$ cat src/rtl/ntt_pkg.sv
// Shared definitions for the NTT butterfly scheduler: defaults, butterfly
// role codes, scheduler states and the coefficient-index to bank/address map.
package ntt_pkg;

  localparam int LOG_N_DEF  = 8;
  localparam int BF_LAT_DEF = 4;

  localparam logic [1:0] ROLE_U0 = 2'd0;
  localparam logic [1:0] ROLE_V0 = 2'd1;
  localparam logic [1:0] ROLE_U1 = 2'd2;
  localparam logic [1:0] ROLE_V1 = 2'd3;

  typedef enum logic [1:0] {
    ST_IDLE,
    ST_READ,
    ST_DRAIN,
    ST_DONE
  } state_t;

  // Upper-bit parity splits u/v pairs, the LSB splits the two butterflies.
  function automatic logic [1:0] bank_of(input logic [15:0] idx);
    return {^idx[15:1], idx[0]};
  endfunction

  function automatic logic [15:0] addr_of(input logic [15:0] idx);
    return idx >> 2;
  endfunction

endpackage

$ cat src/rtl/sub_delay_line.sv
// Fixed-depth shift register with synchronous clear; used to replay read
// issues as write-backs a constant number of cycles later.
module sub_delay_line #(
  parameter int WIDTH = 1,
  parameter int DEPTH = 1
) (
  input  logic             clk,
  input  logic             clr,
  input  logic [WIDTH-1:0] din,
  output logic [WIDTH-1:0] dout
);

  logic [WIDTH-1:0] pipe_p [DEPTH];

  always_ff @(posedge clk) begin
    if (clr) begin
      for (int i = 0; i < DEPTH; i++) pipe_p[i] <= '0;
    end else begin
      pipe_p[0] <= din;
      for (int i = 1; i < DEPTH; i++) pipe_p[i] <= pipe_p[i-1];
    end
  end

  assign dout = pipe_p[DEPTH-1];

endmodule

$ cat src/rtl/ntt_bf_sched.sv
// Read/write scheduler for a 4-bank, 2-butterfly in-place NTT: walks all
// Cooley-Tukey stages, issuing bank addresses, routing codes and twiddles.
module ntt_bf_sched
  import ntt_pkg::*;
#(
  parameter int LOG_N  = LOG_N_DEF,
  parameter int BF_LAT = BF_LAT_DEF
) (
  input  logic                     clk,
  input  logic                     rst,
  input  logic                     start,
  input  logic                     hold,
  output logic                     busy,
  output logic                     done,
  output logic [$clog2(LOG_N)-1:0] stage,
  output logic                     rd_en,
  output logic [LOG_N-3:0]         rd_addr_0,
  output logic [LOG_N-3:0]         rd_addr_1,
  output logic [LOG_N-3:0]         rd_addr_2,
  output logic [LOG_N-3:0]         rd_addr_3,
  output logic [1:0]               sel_a_0,
  output logic [1:0]               sel_a_1,
  output logic [1:0]               sel_a_2,
  output logic [1:0]               sel_a_3,
  output logic [LOG_N-1:0]         tw_idx_0,
  output logic [LOG_N-1:0]         tw_idx_1,
  output logic                     wr_en,
  output logic [LOG_N-3:0]         wr_addr_0,
  output logic [LOG_N-3:0]         wr_addr_1,
  output logic [LOG_N-3:0]         wr_addr_2,
  output logic [LOG_N-3:0]         wr_addr_3,
  output logic [1:0]               sel_b_0,
  output logic [1:0]               sel_b_1,
  output logic [1:0]               sel_b_2,
  output logic [1:0]               sel_b_3
);

  localparam int AW = LOG_N - 2;
  localparam int KW = LOG_N - 1;
  localparam int SW = $clog2(LOG_N);
  localparam int DW = $clog2(BF_LAT + 1);
  localparam int PW = 1 + 4 * AW + 8;

  localparam logic [AW-1:0] C_LAST = '1;
  localparam logic [SW-1:0] S_LAST = SW'(LOG_N - 1);
  localparam logic [DW-1:0] D_LAST = DW'(BF_LAT - 1);

  state_t        state, state_nx;
  logic [SW-1:0] s_q, s_nx;
  logic [AW-1:0] c_q, c_nx;
  logic [DW-1:0] d_q, d_nx;
  logic          issue;

  always_ff @(posedge clk) begin
    if (rst) begin
      state <= ST_IDLE;
      s_q   <= '0;
      c_q   <= '0;
      d_q   <= '0;
    end else begin
      state <= state_nx;
      s_q   <= s_nx;
      c_q   <= c_nx;
      d_q   <= d_nx;
    end
  end

  always_comb begin
    state_nx = state;
    s_nx     = s_q;
    c_nx     = c_q;
    d_nx     = d_q;
    issue    = 1'b0;
    busy     = 1'b0;
    done     = 1'b0;
    unique case (state)
      ST_IDLE: begin
        if (start) begin
          state_nx = ST_READ;
          s_nx     = '0;
          c_nx     = '0;
          d_nx     = '0;
        end
      end
      ST_READ: begin
        busy = 1'b1;
        if (!hold) begin
          issue = 1'b1;
          if (c_q == C_LAST) begin
            state_nx = ST_DRAIN;
            c_nx     = '0;
          end else begin
            c_nx = c_q + 1'b1;
          end
        end
      end
      // Drain lets the last writes of a stage land before the next stage reads.
      ST_DRAIN: begin
        busy = 1'b1;
        if (d_q == D_LAST) begin
          d_nx = '0;
          if (s_q == S_LAST) begin
            state_nx = ST_DONE;
          end else begin
            state_nx = ST_READ;
            s_nx     = s_q + 1'b1;
          end
        end else begin
          d_nx = d_q + 1'b1;
        end
      end
      ST_DONE: begin
        done     = 1'b1;
        state_nx = ST_IDLE;
        s_nx     = '0;
      end
      default: state_nx = ST_IDLE;
    endcase
  end

  logic [KW-1:0]    k0, k1, lo_mask;
  logic [LOG_N-1:0] t_val, t_m1, pow_s, tw0, tw1;
  logic [LOG_N-1:0] idx [4];

  // u(k) inserts a zero at bit log2(t) of k; v(k) sets that bit.
  always_comb begin
    k0      = {c_q, 1'b0};
    k1      = {c_q, 1'b1};
    t_val   = LOG_N'(1) << (S_LAST - s_q);
    t_m1    = t_val - 1'b1;
    lo_mask = t_m1[KW-1:0];
    idx[ROLE_U0] = {k0 & ~lo_mask, 1'b0} | {1'b0, k0 & lo_mask};
    idx[ROLE_V0] = idx[ROLE_U0] | t_val;
    idx[ROLE_U1] = {k1 & ~lo_mask, 1'b0} | {1'b0, k1 & lo_mask};
    idx[ROLE_V1] = idx[ROLE_U1] | t_val;
    pow_s   = LOG_N'(1) << s_q;
    tw0     = pow_s + ({1'b0, k0} >> (S_LAST - s_q));
    tw1     = pow_s + ({1'b0, k1} >> (S_LAST - s_q));
  end

  logic [1:0]    bank_r [4];
  logic [AW-1:0] addr_r [4];
  logic [AW-1:0] rd_addr_a [4];
  logic [1:0]    sel_a_a [4];

  always_comb begin
    for (int r = 0; r < 4; r++) begin
      bank_r[r] = bank_of(16'(idx[r]));
      addr_r[r] = AW'(addr_of(16'(idx[r])));
    end
  end

  // Each of the four roles lands in a distinct bank, so exactly one match per bank.
  always_comb begin
    for (int b = 0; b < 4; b++) begin
      rd_addr_a[b] = '0;
      sel_a_a[b]   = '0;
      for (int r = 0; r < 4; r++) begin
        if (issue && bank_r[r] == 2'(b)) begin
          rd_addr_a[b] = addr_r[r];
          sel_a_a[b]   = 2'(r);
        end
      end
    end
  end

  assign stage     = s_q;
  assign rd_en     = issue;
  assign rd_addr_0 = rd_addr_a[0];
  assign rd_addr_1 = rd_addr_a[1];
  assign rd_addr_2 = rd_addr_a[2];
  assign rd_addr_3 = rd_addr_a[3];
  assign sel_a_0   = sel_a_a[0];
  assign sel_a_1   = sel_a_a[1];
  assign sel_a_2   = sel_a_a[2];
  assign sel_a_3   = sel_a_a[3];
  assign tw_idx_0  = issue ? tw0 : '0;
  assign tw_idx_1  = issue ? tw1 : '0;

  logic [PW-1:0] wb_in, wb_out;

  // Write-back is the read issue replayed BF_LAT cycles later (in-place update).
  assign wb_in = {issue, rd_addr_a[3], rd_addr_a[2], rd_addr_a[1], rd_addr_a[0],
                  sel_a_a[3], sel_a_a[2], sel_a_a[1], sel_a_a[0]};

  sub_delay_line #(
    .WIDTH (PW),
    .DEPTH (BF_LAT)
  ) u_wb_delay (
    .clk  (clk),
    .clr  (rst),
    .din  (wb_in),
    .dout (wb_out)
  );

  assign {wr_en, wr_addr_3, wr_addr_2, wr_addr_1, wr_addr_0,
          sel_b_3, sel_b_2, sel_b_1, sel_b_0} = wb_out;

endmodule
$ cat config.mk
export PLATFORM = sky130hd
export DESIGN_NAME = ntt_bf_sched
export DESIGN_NICKNAME = d
export VERILOG_FILES = /design/src/rtl/ntt_pkg.sv /design/src/rtl/sub_delay_line.sv /design/src/rtl/ntt_bf_sched.sv
export SDC_FILE = /design/constraint.sdc
export NUM_CORES = 1
export LEC_CHECK = 0
export ABC_AREA = 1
export BUFFER_PORTS_ARGS = -buffer_cell sky130_fd_sc_hd__buf_2
export CAP_MARGIN = 10
export CORE_UTILIZATION = 30
export CTS_CLUSTER_DIAMETER = 100
export DETAILED_ROUTE_END_ITERATION = 10
export GPL_TIMING_DRIVEN = 0
export PLACE_DENSITY_LB_ADDON = 0.15
export SETUP_SLACK_MARGIN = 0.15
export SYNTH_ARGS = -nofsm -noshare
export SYNTH_HDL_FRONTEND = slang
export SYNTH_HIERARCHICAL = 1
export SYNTH_SLANG_ARGS = --single-unit
$ cat constraint.sdc
create_clock -name clk -period 3.5 [get_ports clk]
set_input_delay 0.35 -clock clk [delete_from_list [all_inputs] [get_ports clk]]
set_output_delay 0.35 -clock clk [all_outputs]
set_load 0.02 [all_outputs]
# --- After elaboration in Yosys (flattened, before gate mapping) ---
# Memories as Yosys holds them, arrays and structs flattened.
# Index checks and enable logic that the tools add are counted.
word_totals:
  reg_bits: 14
  ram_bits: 132
  output_inout_bits: 87
  wordCells: 142
  mem_count: 1
memory_table:
  columns: ["name", "depth", "width", "rd", "rd_ports_with_merged_regs", "wr", "line_no", "rtl"]
  rows:
  - ["u_wb_delay.pipe_p", 4, 33, 4, 0, 4, "sub_delay_line.sv:13", "logic [WIDTH-1:0] pipe_p [DEPTH];"]
op_classes:
  addsub: 7
  eq_ne: 23
  shifts: 4
  n_mux: 57
  bitwise_logic: 13
  reduce_logical: 33
ops:
  columns: ["cell", "n"]
  rows:
  - ["2-to-1 mux 33 bit", 4]
  - ["2-to-1 mux 6 bit", 19]
  - ["XOR reduction 15 bit", 4]
  - ["AND 7 bit", 4]
  - ["2-to-1 mux 2 bit", 13]
  - ["equality test 2 bit, second input constant", 10]
  - ["adder 8 bit", 2]
  - ["logical AND 1 bit", 16]
  - ["2-to-1 mux 8 bit", 2]
  - ["bitwise OR 8 x 7 -> 8 bit", 2]
  - ["bitwise OR 8 bit", 2]
  - ["<< shifter 1 x 3 -> 8 bit, first input constant", 2]
  - [">> shifter 7 x 3 -> 8 bit", 2]
  - ["2-to-1 mux 3 bit", 4]
  - ["one-hot mux 6 bit (2 select lines)", 1]
  - ["2-to-1 mux 1 bit", 11]
  - ["equality test 2 x 1 -> 1 bit, second input constant", 5]
  - ["zero test 2 bit", 5]
  - ["inequality test 2 bit, second input constant", 5]
  - ["one-hot mux 3 bit (3 select lines)", 1]
  - ["one-hot mux 2 bit (4 select lines)", 1]
  - ["AND reduction 4 bit", 2]
  - ["inverter 7 bit", 1]
  - ["subtractor 7 x 1 -> 7 bit, second input constant", 1]
  - ["other kinds (13)", 18]

# --- Depth between registers and ports, before layout ---
# Gate-level depths: netlist (run 1).
logic_depth:
  word_depth: 14
  depth_mapped: 24
  mapped_depth_nobuf: 23

# --- Hierarchy ---
# The synthesis (run 1) kept the hierarchy.
modules_own_cells:
  columns: ["module", "instances", "cells_per_inst", "area_per_inst_um2", "seq_area_each_um2"]
  rows:
  - ["sub_delay_line", 1, 411, 3764.9, 2642.5]
  - ["ntt_bf_sched", 1, 506, 2761.4, 280.3]

# --- Least setup slack after synthesis (run 1) ---
# Ideal clock, no wire load.
synth_timing:
  path_kind: "register to output"
  startpoint: "reg s_q[0] (netlist: stage[0])"
  endpoint: "out rd_addr_1[5]"
  t_arrival_ns: 3.087
  slack_ns: 0.063
  stages_incl_launch_ff: 17
  n_path_buf: 1
  path_cell_list: "dfxtp_1 -> clkbuf_1 -> inv_1 -> ha_1 -> nand2_2 -> ha_1 -> inv_1 -> o211ai_2 -> xor2_1 -> nand3_1 -> nand2_1 -> nand3_2 -> nand2_4 -> nand2_1 -> nand2_2 -> nor2_1 -> nor2_1"
synth_via:
  elab_chain_len: 13
synth_lines:
  columns: ["element", "line_no", "rtl"]
  rows:
  - ["start, declared", "ntt_bf_sched.sv:49", "logic [SW-1:0] s_q, s_nx;"]
  - ["start signal, assigned", "ntt_bf_sched.sv:62", "s_q <= s_nx;"]
  - ["subtractor 3 bit *", "ntt_bf_sched.sv:129", "t_val = LOG_N'(1) << (S_LAST - s_q);"]
  - ["<< shifter 1 x 3 -> 8 bit *", "ntt_bf_sched.sv:129", null]
  - ["subtractor 7 x 1 -> 7 bit", "ntt_bf_sched.sv:130", "t_m1 = t_val - 1'b1;"]
  - ["inverter 7 bit", "ntt_bf_sched.sv:132, ntt_bf_sched.sv:134", null]
  - ["AND 7 bit", "ntt_bf_sched.sv:132", "idx[ROLE_U0] = {k0 & ~lo_mask, 1'b0} | {1'b0, k0 & lo_mask};"]
  - ["bitwise OR 8 x 7 -> 8 bit", "ntt_bf_sched.sv:132", null]
  - ["XOR reduction 15 bit / bitwise OR 8 bit (equally long branches)", "ntt_pkg.sv:22, ntt_bf_sched.sv:133", null]
  - ["equality test 2 x 1 -> 1 bit / XOR reduction 15 bit (equally long branches)", "ntt_bf_sched.sv:159, ntt_pkg.sv:22", null]
  - ["logical AND 1 bit / equality test 2 x 1 -> 1 bit (equally long branches)", "ntt_bf_sched.sv:159", "if (issue && bank_r[r] == 2'(b)) begin"]
  - ["2-to-1 mux 6 bit / logical AND 1 bit (equally long branches)", "ntt_bf_sched.sv:159", null]
  - ["2-to-1 mux 6 bit (2 in series)", "ntt_bf_sched.sv:159", null]
  - ["2-to-1 mux 6 bit *", "ntt_bf_sched.sv:159", null]
  - ["end, declared", "ntt_bf_sched.sv:18", "output logic [LOG_N-3:0] rd_addr_1,"]
# Mark *: on every way between the ends. The rest lies on a longest branch, timed or not.

# --- Worst setup path in the final report (run 1) ---
layout_timing:
  startpoint: "reg s_q[0] (netlist: stage[0])"
  endpoint: "out rd_addr_3[5]"
layout_via:
  elab_chain_len: 13
layout_lines:
  columns: ["element", "line_no", "rtl"]
  rows:
  - ["subtractor 3 bit *", "ntt_bf_sched.sv:129", null]
  - ["<< shifter 1 x 3 -> 8 bit *", "ntt_bf_sched.sv:129", null]
  - ["subtractor 7 x 1 -> 7 bit", "ntt_bf_sched.sv:130", null]
  - ["inverter 7 bit", "ntt_bf_sched.sv:132, ntt_bf_sched.sv:134", null]
  - ["AND 7 bit", "ntt_bf_sched.sv:132", null]
  - ["bitwise OR 8 x 7 -> 8 bit", "ntt_bf_sched.sv:132", null]
  - ["XOR reduction 15 bit / bitwise OR 8 bit (equally long branches)", "ntt_pkg.sv:22, ntt_bf_sched.sv:133", null]
  - ["equality test 2 bit / XOR reduction 15 bit (equally long branches)", "ntt_bf_sched.sv:159, ntt_pkg.sv:22", null]
  - ["logical AND 1 bit / equality test 2 bit (equally long branches)", "ntt_bf_sched.sv:159", null]
  - ["2-to-1 mux 6 bit / logical AND 1 bit (equally long branches)", "ntt_bf_sched.sv:159", null]
  - ["2-to-1 mux 6 bit (2 in series)", "ntt_bf_sched.sv:159", null]
  - ["2-to-1 mux 6 bit *", "ntt_bf_sched.sv:159", null]
  - ["end, declared", "ntt_bf_sched.sv:20", "output logic [LOG_N-3:0] rd_addr_3,"]
# Marked as above.

==> results of run 1 <==
-- worst paths after layout --
check | end | from | slack, ns
worst max-delay path | rd_addr_3[5] | stage[0]$_SDFFE_PP0P_ | 0.09
worst min-delay path | d_q[1]$_SDFFE_PP0P_ | rst | 0.22
worst max register to register | u_wb_delay/pipe_p[0][31]$_SDFF_PP0_ | stage[0]$_SDFFE_PP0P_ | 0.63
worst min register to register | u_wb_delay/pipe_p[1][0]$_SDFF_PP0_ | u_wb_delay/pipe_p[0][0]$_SDFF_PP0_ | 0.39
-- metal layers --
metal  wire length, um  track usage, %  vias up  share of wire, %
li1                  -               -     3050                 -
met1              7100            18.3     2494                44
met2              8080            25.6      108                50
met3               706            3.63       22               4.4
met4               262            6.58        0               1.6
met5                 0               0        -                 0
-- area by class of cell --
class,count,area (um^2),area share [%]
Multi-Input combinational cell,542,3280,36.0
Sequential cell,146,2930,32.2
Timing Repair Buffer,137,962,10.6
Inverter,205,800,8.77
Clock buffer,17,425,4.67
Tap cell,275,344,3.77
Buffer,24,209,2.29
Clock inverter,15,166,1.82
-- timing repair --
action                                  in CTS  in global routing
pin swaps                                   37                 43
endpoints found under the setup margin      74                 43
hold endpoints to repair                     0                  0
setup buffers                               34                 13
gates resized for setup                    178                 62
-- metrics by stage --
| stage | std cells | utilization [%] | instance area, um^2 | setup slack [ns] |
|---|---|---|---|---|
| global placement | 1282 | 34.6 | 7330 | -0.453 |
| detailed placement | 1282 | 34.6 | 7330 | -0.441 |
| CTS | 1348 | 41.7 | 8820 | 0.0747 |
| floorplan | 917 | - | 6530 | 0.152 |
| finish | 1361 | 43.1 | 9120 | 0.0860 |
| global route | 1361 | 43.1 | 9120 | -0.0898 |
-- state kept, by name, summed over array words and instances, names as in the netlist --
name,flops
c_q,6
d_q,3
stage,3
state,2
u_wb_delay/pipe_p,132
-- cells by family after synthesis --
kind of cell | count (synthesis) | synth area share, %
simple gates | 432 | 28.3
buf+inv | 229 | 14.6
flops | 146 | 44.8
compound gates | 81 | 6.88
fa+ha+maj | 22 | 4.45
xor+xnor | 7 | 0.939
-- power by group through the flow --
stage	registers [uW]	clock network (uW)	logic, uW
floorplan	1860	0	1450
global placement	1850	0	1960
detailed placement	1850	0	1970
CTS	1830	1860	2760
global route	1840	1930	3250
finish	1820	1810	2980
-- critical path: cells and delay by family (launching register included) --
| kind | cells | cell delay, ns |
|---|---|---|
| AND/OR/NAND/NOR | 14 | 1.56 |
| flip-flops | 1 | 0.37 |
| buffers and inverters | 2 | 0.20 |
| adder cells (fa/ha/maj) | 3 | 0.52 |
-- cell usage in the layout (no fill, tap or decap), drive strengths merged, types with 20 or more instances in the layout --
master / n
buf: 157
o21ai: 38
dfxtp: 146
nor2: 183
inv: 213
nand3: 41
a21oi: 30
nand2: 193
ha: 20
clkbuf: 21
==> flow_summary.ini, run 1 <==
[timing]
worst-slew-pin-transition_ns = 0.672
finalSetupViolCount = 0
layout_worst_path_cycle_share_pct = 97.5
layout_min_cycle_time_ns = 3.41
finalHoldViolCount = 0
max_clock_freq_ghz = 0.293
finalSetupTns_ns = 0
slew_headroom_pct = 54.7
clock_skew_ns = 0.0138
worst_hold_slack_ns = 0.216
finalMaxSlewViolations = 0
rsz0062_at_grt = true

[clock_tree]
cts_sinks = 146
clk_root_buffer_cell = sky130_fd_sc_hd__clkbuf_16
clock_tree_from_tritoncts = done
clk_path_buf_depth = 2
htree_levels = 4
tritoncts.num_buffers = 17
insertion_delay_ns = 0.42
cts.clk_slew.worst_paths_ns = 0.07
hold_buffers = 0

[logic_synthesis]
synthTopCellsByArea = sky130_fd_sc_hd__dfxtp_1, sky130_fd_sc_hd__inv_1, sky130_fd_sc_hd__nor2_1
synth.yosys.seq_area_share_pct = 44.8
synth_largest_type_area_fraction_pct = 44.8
synth_edf_count = 0
yosys_warnings = 6
syn_nets = 943
synth_top_flop_cell = sky130_fd_sc_hd__dfxtp_1
synth_cells = 917
synth.top_cells.by_count = sky130_fd_sc_hd__inv_1, sky130_fd_sc_hd__nor2_1, sky130_fd_sc_hd__nand2_1, sky130_fd_sc_hd__dfxtp_1, sky130_fd_sc_hd__o21ai_0
postSynthRegisterBits = 146
synth.most_common_cell = sky130_fd_sc_hd__inv_1
synth_area_mm2 = 0.00653
postSynthAreaPerCell_um2 = 7.12
biggest_area_consumer_among_synthesized_cells = sky130_fd_sc_hd__dfxtp_1
synth_cell_types = 33
async_flop_share_pct = 0

[worst_setup_path]
worstSetupEndpointType = output port
critPathRequiredTime_ns = 3.15
highest_delay_cell_along_the_critical_path = sky130_fd_sc_hd__dfxtp_4
worstPathMaxFanout = 7
max_stage_delay_ns = 0.37
worstSetupStartpointType = flop
worstRegToRegCells = 22
worst_path_most_repeated_cell = sky130_fd_sc_hd__nand2_4
worst_setup_path_type = flop to output port
arrival_ns = 3.06
crit_chain = ha_4 > ha_4 > inv_6 > ha_4 > nand3_1 > nand2_2 > nand2_1 > nand2_2 > nand3b_1 > nand2_2 > nand3_4 > nand2_4 > nand2_4 > nand2_4 > nand2_4 > nand2_4 > nor2_2 > nor2_4 > buf_6

[floorplanning]
initial_util_pct = 30.9
io_pins = 91
dieArea_mm2 = 0.0223
placement_row_count = 53
design.core.area_mm2 = 0.0212
die-width_um = 149
die-height_um = 149

[routing]
via_per_inst = 4.17
pre_repair_dr_iteration_count = 5
drt_drc_violations_left = 0
drt-initial-drc-count = 218
wl_per_cell_um = 11.9
ant_nets = 0
routed-via-count = 5674
routed_wirelength_um = 16100

[place]
globalplace.congestion = 0.822
port_buffers = 90
post-dp-hpwl_um = 11700

[power_and_ir_drop]
switchingPower_uw = 2700
vdd.ir_drop.worst_v = 0.000409
power.sequential.fraction_pct = 27.6
power.share.clock_pct = 27.3
leakage_uw = 0.00418
internal_power_uw = 3910
total_power_uw = 6610
switching_share_pct = 40.9
power_density_mw_per_mm2 = 725
power.share.combinational_pct = 45.1

[finish]
num-nets-final = 1099
fillerInstances = 2163
insertedDiodeCount = 0
syn_to_final_growth_pct = 39.7
layout_cell_share_with_drive_strength_beyond_1_pct = 31.6

[grt]
grt_first_pass_wirelength_um = 25900
grt_max_degree = 17
via_count_of_the_first_global_routing_pass = 5224
globalRouteTotalUtil_pct = 15.2
total_overflow_reported_by_the_global_router = 0
initial_antenna_violation_count = 0

[hold_path]
timing.hold.worst.class = input pin to flop
min_path_cells = 2

[flow_run]
cap_viol_max_count = 0

[run_status]
outcome = finished clean
Note: power is estimated with default switching activity, not from simulation.
==> run 2, diff against run 1 <==
--- a/config.mk
+++ b/config.mk
@@ -13,7 +13,6 @@
 export DETAILED_ROUTE_END_ITERATION = 10
 export GPL_TIMING_DRIVEN = 0
 export PLACE_DENSITY_LB_ADDON = 0.15
-export SETUP_SLACK_MARGIN = 0.15
 export SYNTH_ARGS = -nofsm -noshare
 export SYNTH_HDL_FRONTEND = slang
 export SYNTH_HIERARCHICAL = 1
==> constraint.sdc (replaced) <==
create_clock -name clk -period 4.37 [get_ports clk]
set_input_delay 0.437 -clock clk [delete_from_list [all_inputs] [get_ports clk]]
set_output_delay 0.437 -clock clk [all_outputs]
set_load 0.02 [all_outputs]
==> run 2 against run 1 <==
Compared with the run above: via count is 5.4% lower; critical path type unchanged; first-iteration DRC count down 1.4%; flip-flop and latch count is the same; clock skew shrank 0.00057 ns; combinational power is 45% lower; critical path depth grew 1.
==> flow_summary.ini, run 2 (synthesized netlist as in run 1, its figures left out) <==
[finish]
biggestRegsByFlops = u_wb_delay/pipe_p: 132 flops, c_q: 6 flops
leading_cell_type_in_the_layout_fill_and_taps_excluded = sky130_fd_sc_hd__inv_1
ff_latch_area_mm2 = 0.00292
syn_to_final_growth_pct = 23.9
final_area_mm2 = 0.00809
layout_cell_share_with_drive_strength_beyond_1_pct = 19.7
final_core_utilization_pct = 38.2
largest_register_ffs = 132
fillerInstances = 2244
final_cell_mix = sky130_fd_sc_hd__inv_1, sky130_fd_sc_hd__nor2_1, sky130_fd_sc_hd__nand2_1, sky130_fd_sc_hd__dfxtp_1, sky130_fd_sc_hd__buf_2
multi_input_area_mm2 = 0.00273
insertedDiodeCount = 0
regMostFlops = u_wb_delay/pipe_p
num-nets-final = 1057

[routing]
pre_repair_dr_iteration_count = 5
drt_drc_violations_left = 0
routed-via-count = 5367
wl_per_cell_um = 11.8
ant_nets = 0
drt-initial-drc-count = 215
via_per_inst = 4.07
routed_wirelength_um = 15500

[timing]
max_clock_freq_ghz = 0.247
worst-slew-pin-transition_ns = 0.622
rsz0062_at_grt = false
finalMaxSlewViolations = 0
slew_headroom_pct = 58.1
finalSetupViolCount = 0
layout_min_cycle_time_ns = 4.05
layout_worst_path_cycle_share_pct = 92.6
clock_skew_ns = 0.0132
finalHoldViolCount = 0
finalSetupTns_ns = 0

[clock_tree]
htree_levels = 4
cts.clk_slew.worst_paths_ns = 0.07
clk_root_buffer_cell = sky130_fd_sc_hd__clkbuf_16
cts_sinks = 146
tritoncts.num_buffers = 17
insertion_delay_ns = 0.42
hold_buffers = 0
clk_path_buf_depth = 2
clock_tree_from_tritoncts = done

[floorplanning]
initial_util_pct = 30.9
dieArea_mm2 = 0.0223
die-height_um = 149
die-width_um = 149
design.core.area_mm2 = 0.0212
io_pins = 91
placement_row_count = 53

[worst_setup_path]
worstReg2RegStart = stage[0]$_SDFFE_PP0P_
arrival_ns = 3.61
worst_path_most_repeated_cell = sky130_fd_sc_hd__nand2_2
max_stage_delay_ns = 0.41
worstPathMaxFanout = 10
worstSetupStartpointType = flop
worstSetupEndpointType = output port
crit_chain = clkbuf_4 > inv_2 > ha_1 > nand2_2 > ha_2 > nand2_2 > nor2_2 > nand3_1 > nand2_1 > nand2_2 > nand3_4 > inv_1 > nand3_2 > nand3_2 > nand2_4 > nand2_2 > clkinv_2 > nand2_1 > nand2_1 > buf_2
critPathRequiredTime_ns = 3.93
highest_delay_cell_along_the_critical_path = sky130_fd_sc_hd__dfxtp_2
worst_setup_path_type = flop to output port
critical_path.startpoint = stage[0]$_SDFFE_PP0P_

[power_and_ir_drop]
vdd.ir_drop.worst_v = 0.000318
leakage_uw = 0.00386
power_density_mw_per_mm2 = 571

[place]
globalplace.congestion = 0.835
post-dp-hpwl_um = 11700
placed_instance_area_mm2 = 0.00732
port_buffers = 90

[grt]
via_count_of_the_first_global_routing_pass = 4975
initial_antenna_violation_count = 0
total_overflow_reported_by_the_global_router = 0
grt_max_degree = 18
grt_first_pass_wirelength_um = 24900
globalRouteTotalUtil_pct = 14.6

[hold_path]
timing.hold.worst.start = rst
timing.hold.worst.class = input pin to flop

[run_status]
outcome = finished clean

[flow_run]
cap_viol_max_count = 0
==> run 2: cell count changes in the layout (fill, tap and decap cells not counted), sizes merged <==
cell / before / now
clkinvlp: 2 / 0
buf: 157 / 114
clkbuf: 21 / 22
inv: 213 / 210
bufinv: 1 / 2
clkinv: 4 / 8
==> run 2: stage by stage <==
stage	hold slack, ns	power (uW)	instances	worst slack [ns]
floorplan	0.388	2650	917	0.846
global placement	0.391	3040	1282	0.271
detailed placement	0.392	3050	1282	0.267
CTS	0.288	4610	1314	0.0211
global route	0.298	4940	1319	0.00346
finish	0.300	4620	1319	0.323
==> run 2: path summary, 6_finish.rpt <==
| path | to | slack [ns] | cells past startpoint |
|---|---|---|---|
| hold reg to reg | u_wb_delay/pipe_p[2][25]$_SDFF_PP0_ | 0.39 | 2 |
| setup reg to reg | u_wb_delay/pipe_p[0][13]$_SDFF_PP0_ | 1.16 | 22 |
| hold / removal | d_q[1]$_SDFFE_PP0P_ | 0.30 | 2 |
| setup / recovery | rd_addr_0[5] | 0.32 | 20 |
==> run 2: where the power goes <==
group / leakage [uW] / switching, uW / internal [uW] / total (uW)
combinational: 0.00237 / 1140 / 489 / 1630
clock: 0.000312 / 655 / 883 / 1540
sequential: 0.00118 / 47.8 / 1400 / 1450
total: 0.00386 / 1840 / 2780 / 4620
==> run 2: worst max-delay path: cells and delay by family (launching register included) <==
family | cells | cell delay [ns]
flip-flops | 1 | 0.41
buffers and inverters | 5 | 0.69
adder cells (fa/ha/maj) | 2 | 0.48
AND/OR/NAND/NOR | 13 | 1.59
==> run 2: routing by layer <==
metal  global-route usage (%)  share of wire [%]  wire length [um]
met1                     17.2                 46              7130
met2                     25.3                 49              7560
met3                     3.26                3.9               604
met4                     6.22                1.5               237
met5                        0                  0                 0
==> run 2: layout make-up <==
class / instances / area share, %
Buffer: 24 / 2.32
Clock buffer: 17 / 5.26
Clock inverter: 15 / 2.71
Inverter: 205 / 9.53
Multi-Input combinational cell: 542 / 33.7
Sequential cell: 146 / 36.2
Tap cell: 275 / 4.25
Timing Repair Buffer: 95 / 6.03
==> run 2: what timing repair did <==
item	CTS	global route
buffers inserted	0	5
gates resized for setup	5	19
pin swaps	0	5
setup endpoints to repair	26	27
endpoints found under the hold margin	0	0
==> run 3, diff against run 2 <==
--- a/config.mk
+++ b/config.mk
@@ -13,6 +13,8 @@
 export DETAILED_ROUTE_END_ITERATION = 10
 export GPL_TIMING_DRIVEN = 0
 export PLACE_DENSITY_LB_ADDON = 0.15
+export REMOVE_ABC_BUFFERS = 1
+export SKIP_LAST_GASP = 1
 export SYNTH_ARGS = -nofsm -noshare
 export SYNTH_HDL_FRONTEND = slang
 export SYNTH_HIERARCHICAL = 1
==> run 3 against run 2 <==
Compared with the run above: core utilization fell by 1.3 points; die area stayed put; setup slack better by 0.028 ns; clock power down 8%; total power decreased by 4.6%; combinational power down 9%; routed wire length is 8.0% lower; non-clock buffer count down 28; count of clock-buffer cells in the layout rose by 1; sequential share of layout area increased by 1.3 points; critical endpoint is now rd_addr_2[2]; largest cell class unchanged.
==> flow_summary.ini, run 3 (synthesized netlist as in run 1, its figures left out) <==
[run_status]
outcome = finished clean

[routing]
drt_drc_violations_left = 0
wl_per_cell_um = 11.1
routed_wirelength_um = 14300
ant_nets = 0
via_per_inst = 4.11
routed-via-count = 5312
drt-initial-drc-count = 242
pre_repair_dr_iteration_count = 5

[clock_tree]
tritoncts.num_buffers = 17
insertion_delay_ns = 0.42
clock_tree_from_tritoncts = done
cts_sinks = 146
clk_path_buf_depth = 2
clk_root_buffer_cell = sky130_fd_sc_hd__clkbuf_16
htree_levels = 4
cts.clk_slew.worst_paths_ns = 0.07
hold_buffers = 0

[worst_setup_path]
max_stage_delay_ns = 0.44
worstReg2RegStart = stage[0]$_SDFFE_PP0P_
worst-r2r-setup-slack_ns = 1.20
highest_delay_cell_along_the_critical_path = sky130_fd_sc_hd__dfxtp_2
worst-path-buf-inv = 4
worstReg2RegEnd = u_wb_delay/pipe_p[0][23]$_SDFF_PP0_
crit_chain = ha_2 > ha_4 > inv_2 > ha_1 > inv_1 > nand3_1 > a21oi_2 > inv_1 > nand2_2 > nand2_1 > nand2_1 > nand3_1 > nand2_1 > nand2_1 > nand2_1 > nand2_1 > nand2_2 > nand2_1 > nand2_1 > buf_2
critPathRequiredTime_ns = 3.93
worst_path_most_repeated_cell = sky130_fd_sc_hd__nand2_1
worstSetupEndpointType = output port
arrival_ns = 3.58
worst_setup_path_type = flop to output port
worstPathMaxFanout = 11
critical_path.startpoint = stage[1]$_SDFFE_PP0P_
worstSetupPathDepth = 20
critical_path.endpoint = rd_addr_2[2]
cpLargestDelayFamily = simple AND/OR/NAND/NOR gates
worstRegToRegCells = 21
worstSetupStartpointType = flop

[power_and_ir_drop]
power_density_mw_per_mm2 = 564
leakage_uw = 0.00370
vdd.ir_drop.worst_v = 0.000248

[timing]
finalSetupViolCount = 0
max_clock_freq_ghz = 0.249
final_critical_path_setup_slack_ns = 0.351
clock_skew_ns = 0.0105
finalHoldViolCount = 0
finalMaxSlewViolations = 0
finalSetupTns_ns = 0
layout_min_cycle_time_ns = 4.02
rsz0062_at_grt = false
slew_headroom_pct = 41.1
worst-slew-pin-transition_ns = 0.883
layout_worst_path_cycle_share_pct = 92.0

[place]
port_buffers = 90
globalplace.congestion = 0.813
post-dp-hpwl_um = 10200
detailedPlace.worstSlack_ns = 0.109

[finish]
biggestRegsByFlops = u_wb_delay/pipe_p: 132 flops, c_q: 6 flops
num-nets-final = 1029
largest_register_ffs = 132
final_core_utilization_pct = 36.9
leading_cell_type_in_the_layout_fill_and_taps_excluded = sky130_fd_sc_hd__inv_1
final_cell_mix = sky130_fd_sc_hd__inv_1, sky130_fd_sc_hd__nor2_1, sky130_fd_sc_hd__nand2_1, sky130_fd_sc_hd__dfxtp_1, sky130_fd_sc_hd__buf_2
syn_to_final_growth_pct = 19.7
layout_cell_share_with_drive_strength_beyond_1_pct = 17.7
regMostFlops = u_wb_delay/pipe_p
insertedDiodeCount = 0

[grt]
grt_first_pass_wirelength_um = 23000
via_count_of_the_first_global_routing_pass = 4617
grt_max_degree = 84
globalRouteTotalUtil_pct = 13.3
initial_antenna_violation_count = 0
total_overflow_reported_by_the_global_router = 0

[floorplanning]
initial_util_pct = 30.9
placement_row_count = 53
io_pins = 91
design.core.area_mm2 = 0.0212
die-height_um = 149
die-width_um = 149
dieArea_mm2 = 0.0223

[hold_path]
timing.hold.worst.class = flop to flop

[flow_run]
cap_viol_max_count = 0
[run 3: cell count changes in the layout (fill, tap and decap cells not counted), sizes merged]
| cell | change |
|---|---|
| buf | -23 |
| bufinv | -1 |
| clkbuf | -4 |
| clkinv | -3 |
| clkinvlp | +2 |
| inv | +1 |
[run 3: report_power, final]
part | internal, uW | total [uW] | switching (uW)
combinational | 428 | 1490 | 1070
clock | 816 | 1420 | 608
sequential | 1410 | 1490 | 81.1
[run 3: worst min path at each step]
| stage | slack [ns] | from | depth (start not counted) | endpoint |
|---|---|---|---|---|
| after detailed placement | 0.39 | u_wb_delay/pipe_p[0][17]$_SDFF_PP0_ | 2 | u_wb_delay/pipe_p[1][17]$_SDFF_PP0_ |
| after global placement | 0.39 | u_wb_delay/pipe_p[2][27]$_SDFF_PP0_ | 2 | u_wb_delay/pipe_p[3][27]$_SDFF_PP0_ |
| after global routing | 0.41 | u_wb_delay/pipe_p[1][18]$_SDFF_PP0_ | 2 | u_wb_delay/pipe_p[2][18]$_SDFF_PP0_ |
| after CTS | 0.39 | u_wb_delay/pipe_p[0][17]$_SDFF_PP0_ | 2 | u_wb_delay/pipe_p[1][17]$_SDFF_PP0_ |
| final | 0.39 | u_wb_delay/pipe_p[0][17]$_SDFF_PP0_ | 2 | u_wb_delay/pipe_p[1][17]$_SDFF_PP0_ |
| after floorplan | 0.39 | u_wb_delay/pipe_p[0][0]$_SDFF_PP0_ | 2 | u_wb_delay/pipe_p[1][0]$_SDFF_PP0_ |
[run 3: routing by layer]
layer  vias to the layer above  part of all wire (%)  GRT usage (%)
met5                         -                     0              0
met4                         0                   1.6           5.05
met3                        14                   4.0           2.80
met2                        89                    46           21.6
met1                      2312                    49           17.2
li1                       2897                     -              -
[run 3: timing repair]
item | in CTS | in global routing
hold endpoints to repair | 0 | 0
setup endpoints to repair | 29 | 26
setup buffers | 0 | 0
gates resized for setup | 7 | 10
[run 3: worst reg2reg max path, stage by stage (launching register included)]
cell                      delay (ns)
sky130_fd_sc_hd__dfxtp_4        0.40
sky130_fd_sc_hd__ha_2           0.24
sky130_fd_sc_hd__ha_4           0.20
sky130_fd_sc_hd__inv_2          0.16
sky130_fd_sc_hd__ha_1           0.25
sky130_fd_sc_hd__nand2_2        0.11
sky130_fd_sc_hd__nor2_2         0.12
sky130_fd_sc_hd__nand2_1        0.07
sky130_fd_sc_hd__nand2_2        0.07
sky130_fd_sc_hd__nand3_2        0.16
sky130_fd_sc_hd__nand2_4        0.19
sky130_fd_sc_hd__inv_2          0.05
sky130_fd_sc_hd__nand2_1        0.07
sky130_fd_sc_hd__nand3_2        0.12
sky130_fd_sc_hd__nand3_2        0.18
sky130_fd_sc_hd__nand3_1        0.15
sky130_fd_sc_hd__nand2_1        0.10
sky130_fd_sc_hd__nand2_2        0.10
sky130_fd_sc_hd__nand2_1        0.08
sky130_fd_sc_hd__nand2_1        0.10
sky130_fd_sc_hd__inv_1          0.07
sky130_fd_sc_hd__nor2_1         0.03
[run 3: stage by stage]
step	instance area, um^2	power [uW]	instances	hold WS [ns]
5_1_grt	7810	4720	1291	0.407
3_5_place_dp	7170	2990	1259	0.392
2_1_floorplan	6340	2600	893	0.388
6_report	7810	4410	1291	0.391
3_3_place_gp	7140	2980	1258	0.389
4_1_cts	7760	4450	1291	0.389
[run 3: cell type report]
cell class                 instances  area [um^2]
clock buffer                      18          439
clock inverter                    14          143
fill                            2270        13300
inverter                         205          771
multi-input combinational        542         2710
sequential                       146         2930
tap                              275          344
timing repair buffer              91          480
